## src/rtl/fetch_unit.sv

```systemverilog
// Instruction fetch stage: PC sequencing, IF/ID register, one-entry skid buffer and redirect handling.
// Optional macro FETCH_TIMEOUT_EN adds a sticky fetch_err flag for requests left unacknowledged too long.
module fetch_unit (
    input  logic        clk,
    input  logic        rst,
    output logic        imem_req,
    output logic [31:0] imem_addr,
    input  logic        imem_ack,
    input  logic [31:0] imem_rdata,
    input  logic        stall,
    input  logic        branch_taken,
    input  logic [31:0] branch_target,
    input  logic        jump,
    input  logic [25:0] jump_target,
    output logic [31:0] instr_out,
    output logic [5:0]  opcode,
    output logic [31:0] pc4_out,
    output logic        valid_out,
    output logic        fetch_err
);

    typedef enum logic [1:0] {IDLE, FETCH, HOLD, DISCARD} state_t;

    state_t      state, state_next;
    logic [31:0] pc, pc_next, pc_plus4;
    logic [31:0] discard_addr;
    logic [31:0] skid_instr, skid_pc4;
    logic        skid_valid;
    logic        redirect;
    logic [31:0] redirect_target;
    logic        ifid_from_mem, ifid_from_skid, ifid_bubble;
    logic        skid_load, skid_clear, discard_load;

    assign pc_plus4        = pc + 32'd4;
    assign opcode          = instr_out[31:26];
    assign redirect        = valid_out && !stall && (jump || branch_taken);
    assign redirect_target = jump ? {pc4_out[31:28], jump_target, 2'b00} : branch_target;

    always_ff @(posedge clk or posedge rst) begin
        if (rst) state <= IDLE;
        else     state <= state_next;
    end

    // A redirect that lands while a request is still unacknowledged must let that request
    // complete at its original address before fetching from the target.
    always_comb begin
        state_next     = state;
        pc_next        = pc;
        imem_req       = 1'b0;
        imem_addr      = pc;
        ifid_from_mem  = 1'b0;
        ifid_from_skid = 1'b0;
        ifid_bubble    = 1'b0;
        skid_load      = 1'b0;
        skid_clear     = 1'b0;
        discard_load   = 1'b0;
        case (state)
            IDLE: state_next = FETCH;
            FETCH: begin
                imem_req = 1'b1;
                if (redirect) begin
                    pc_next     = redirect_target;
                    ifid_bubble = 1'b1;
                    skid_clear  = 1'b1;
                    if (!imem_ack) begin
                        state_next   = DISCARD;
                        discard_load = 1'b1;
                    end
                end else if (imem_ack) begin
                    pc_next = pc_plus4;
                    if (stall) begin
                        skid_load  = 1'b1;
                        state_next = HOLD;
                    end else begin
                        ifid_from_mem = 1'b1;
                    end
                end else if (!stall) begin
                    ifid_bubble = 1'b1;
                end
            end
            HOLD: begin
                if (redirect) begin
                    pc_next     = redirect_target;
                    ifid_bubble = 1'b1;
                    skid_clear  = 1'b1;
                    state_next  = FETCH;
                end else if (!stall) begin
                    ifid_from_skid = 1'b1;
                    skid_clear     = 1'b1;
                    state_next     = FETCH;
                end
            end
            DISCARD: begin
                imem_req  = 1'b1;
                imem_addr = discard_addr;
                if (imem_ack) state_next = FETCH;
            end
        endcase
    end

    always_ff @(posedge clk or posedge rst) begin
        if (rst) begin
            pc           <= 32'h0;
            instr_out    <= 32'h0;
            pc4_out      <= 32'h0;
            valid_out    <= 1'b0;
            skid_instr   <= 32'h0;
            skid_pc4     <= 32'h0;
            skid_valid   <= 1'b0;
            discard_addr <= 32'h0;
        end else begin
            pc <= pc_next;
            if (ifid_from_mem) begin
                instr_out <= imem_rdata;
                pc4_out   <= pc_plus4;
                valid_out <= 1'b1;
            end else if (ifid_from_skid) begin
                instr_out <= skid_instr;
                pc4_out   <= skid_pc4;
                valid_out <= skid_valid;
            end else if (ifid_bubble) begin
                valid_out <= 1'b0;
            end
            if (skid_load) begin
                skid_instr <= imem_rdata;
                skid_pc4   <= pc_plus4;
                skid_valid <= 1'b1;
            end else if (skid_clear) begin
                skid_valid <= 1'b0;
            end
            if (discard_load) discard_addr <= pc;
        end
    end

`ifdef FETCH_TIMEOUT_EN
    logic [3:0] timeout_count;

    // The counter saturates at 15; fetch_err is set on the edge the count first reaches 15.
    always_ff @(posedge clk or posedge rst) begin
        if (rst) begin
            timeout_count <= 4'd0;
            fetch_err     <= 1'b0;
        end else if (imem_ack) begin
            timeout_count <= 4'd0;
        end else if (imem_req) begin
            if (timeout_count != 4'd15) timeout_count <= timeout_count + 4'd1;
            if (timeout_count == 4'd14) fetch_err <= 1'b1;
        end
    end
`else
    assign fetch_err = 1'b0;
`endif

endmodule

```

## config.mk

```make
export PLATFORM = sky130hd
export DESIGN_NAME = fetch_unit
export DESIGN_NICKNAME = d
export VERILOG_FILES = /design/src/rtl/fetch_unit.sv
export SDC_FILE = /design/constraint.sdc
export NUM_CORES = 1
export LEC_CHECK = 0
export CAP_MARGIN = 20
export CORE_MARGIN = 10
export CORE_UTILIZATION = 52
export CTS_CLUSTER_SIZE = 24
export DETAILED_ROUTE_END_ITERATION = 10
export GPL_TIMING_DRIVEN = 0
export MAX_ROUTING_LAYER = met4
export PLACE_DENSITY = 0.9
export SLEW_MARGIN = 20
export SYNTH_ARGS = -nofsm -noshare
export SYNTH_HDL_FRONTEND = slang
export SYNTH_SLANG_ARGS = --single-unit
export TNS_END_PERCENT = 100
```

## constraint.sdc

```tcl
create_clock -name clk -period 9 [get_ports clk]
set_input_delay 1.35 -clock clk [delete_from_list [all_inputs] [get_ports clk]]
set_output_delay 1.35 -clock clk [all_outputs]
set_load 0.01 [all_outputs]
```

==> flow_summary.ini <==
[sta]
fmax_mhz = 224
tightest_slew_ns = 0.884
setup_violations = 0
hold_viol = 0
drv_slew = 0
fin_crit_sh_pct = 49.5
clock_skew_ns = 0.00685
timing.final.crit_period_ns = 4.46
grt_setup_unrepaired = no
timing.final.ws_setup_ns = 4.54
slew_headroom_pct = 41.0

[drt]
drt_first_pass_iters = 6
ant_nets = 0
vias = 8139
finalWirelength_um = 28900
wl_per_cell_um = 20.7
drcViolationCount = 0
routed_via_density = 5.83
drtIter0Drc = 763

[synthesis]
synth_area_um2 = 9950
synth_top_area_share_pct = 49.3
yosys_warnings = 0
yosysMostFrequentCell = dfrtp_1
synth_common_cells = dfrtp_1, mux2_2, nand2_1
synth-seq-cells = 196
async_flop_share_pct = 100
ys.flop_type = dfrtp_1
synth_edf_count = 0
yosysSeqAreaShare_pct = 49.3
synth_top_cell_by_area = dfrtp_1
synth_fp_nets = 1031
avgSynthCellArea_um2 = 10.7
synth_cells = 931
netlist_top_cells_area = dfrtp_1, mux2_2, mux2i_1, o21ai_0, nand2_1
yosys.cell_types.count = 61

[pwr]
p_comb_share_pct = 47.4
vdd_drop_max_v = 0.000190
power.switching_w = 0.00165
p_int_w = 0.00272
powerDensity_nw_per_um2 = 341
p_leak_nw = 5.61
p_seq_share_pct = 36.2
clockPowerShare_pct = 16.4
p_sw_share_pct = 37.8
power_w = 0.00437

[global_routing]
grt_start_max_net_pins = 85
first_global_vias = 8190
grt_pass1_wl_um = 44700
grt_usage_pct = 23.5
antenna_found_initial = 0
grt_overflow_total = 0

[cts]
htreeDepth = 4
post_cts_buffers = 0
insertion_delay_ns = 0.44
cts_sinks = 196
root_buffer = clkbuf_16
numCtsBuffers = 17
tritoncts = built
hold_buffers = 0
cts_buffer_depth = 2
ctsResizeCount = 0
cts.clk_slew.worst_paths_ns = 0.07

[critical_path]
arrival_ns = 3.11
required_ns = 7.65
end_kind = primary output
start_kind = flop
worstSetupPathType = reg -> out
cp_max_fo = 10

[place]
hpwl_um = 21300
pre_cts_ws_ns = 5.03
place_inst = 1365
port_buffers = 198
gp_congestion = 0.952

[min_path]
hp-class = reg -> reg

[run]
drv_cap = 0

[final_layout]
area_growth_syn_to_layout_pct = 29.0
drive_above_1_share_pct = 20.6
fin_cells = 1397
nets = 1250
fin_util_pct = 68.4
antennaDiodeCount = 0

[floorplanning]
io_pins = 201
num_rows = 50
die_y_um = 158
start_util_pct = 53.0
die_x_um = 158
core-area_um2 = 18800
die_area_um2 = 25100

[status]
outcome = complete, no violations
## final timing paths
check | to | cells after the start | start | slack (ns)
setup / recovery | imem_addr[30] | 5 | state[0] | 4.54
hold / removal | skid_pc4[19] | 2 | skid_pc4[19] | 0.48
setup reg to reg | discard_addr[8] | 6 | state[1] | 6.32
hold reg to reg | skid_pc4[19] | 2 | skid_pc4[19] | 0.48
max in group asynchronous | pc4_out[11] | 4 | rst | 6.62
min in group asynchronous | pc4_out[0] | 2 | rst | 1.28
## critical path, stage by stage (launching register included)
cell and delay (ns):
dfrtp_1 0.41, ha_1 0.27, clkbuf_1 0.55, clkbuf_1 0.54, mux2_2 0.41, clkdlybuf4s50_1 0.49
## final cells by class
cell class                 instances  area (um2)
buffer                            79         412
clock buffer                      18         439
clock inverter                    14         106
fill                            1357        5940
inverter                          11        48.8
multi-input combinational        645        4590
sequential                       196        4900
tap                              234         293
timing repair buffer             200        2040
## routing by layer
layer | part of all wire, % | vias to the layer above | global-route usage, % | wire length, um
met3 | 7.9 | 70 | 5.50 | 2300
met4 | 2.5 | 0 | 7.50 | 722
met1 | 42 | 3978 | 29.5 | 12000
met5 | 0 | - | - | 0
met2 | 48 | 385 | 37.0 | 13900
li1 | - | 3706 | - | -
## flip-flops by register name (all words and copies together) (netlist names)
signal        flops
instr_out        32
state             2
skid_pc4         32
pc4_out          32
pc               32
valid_out         1
discard_addr     32
skid_instr       32
skid_valid        1
## cells by family after synthesis
logic type	count (synthesis)	share of synthesized area, %
mux	188	20.7
compound gates	191	11.1
flops	196	49.3
fa+ha+maj	4	0.503
simple gates	233	11.4
buf+inv	90	4.55
xor+xnor	28	2.47
other cells	1	0.0377
## power groups by stage
stage | registers [W] | clock network, W | logic [W]
final | 0.00158 | 0.000716 | 0.00207
after global routing | 0.00163 | 0.000757 | 0.00223
after CTS | 0.00158 | 0.000717 | 0.00207
after detailed placement | 0.00159 | 0 | 0.00205
after global placement | 0.00156 | 0 | 0.00199
after floorplan | 0.00157 | 0 | 0.00112
## metrics by stage
stage	hold WS, ns	TNS (ns)	instance area [um2]
floorplan	0.446	0	9950
global placement	0.458	-17.95	12200
detailed placement	0.466	0	12300
CTS	0.482	0	12800
global route	0.505	0	12800
finish	0.483	0	12800
## cells in the final DEF, fill, tap and decap left out, types with 6 or more instances in the layout
cell type	count
clkdlybuf4s50_1	198
dfrtp_1	196
mux2_2	138
nand2_1	108
o21ai_0	90
a21oi_1	51
mux2i_1	50
nor2_1	46
buf_2	31
clkbuf_1	25
buf_4	18
clkbuf_16	17
xor2_1	16
nand3_1	15
nor3_1	13
xnor2_1	12
inv_1	10
o22ai_1	9
nand4_1	8
a2bb2oi_1	7
and3_1	6
o221ai_1	6
nand2b_1	6
(Power assumes the default switching activity.)
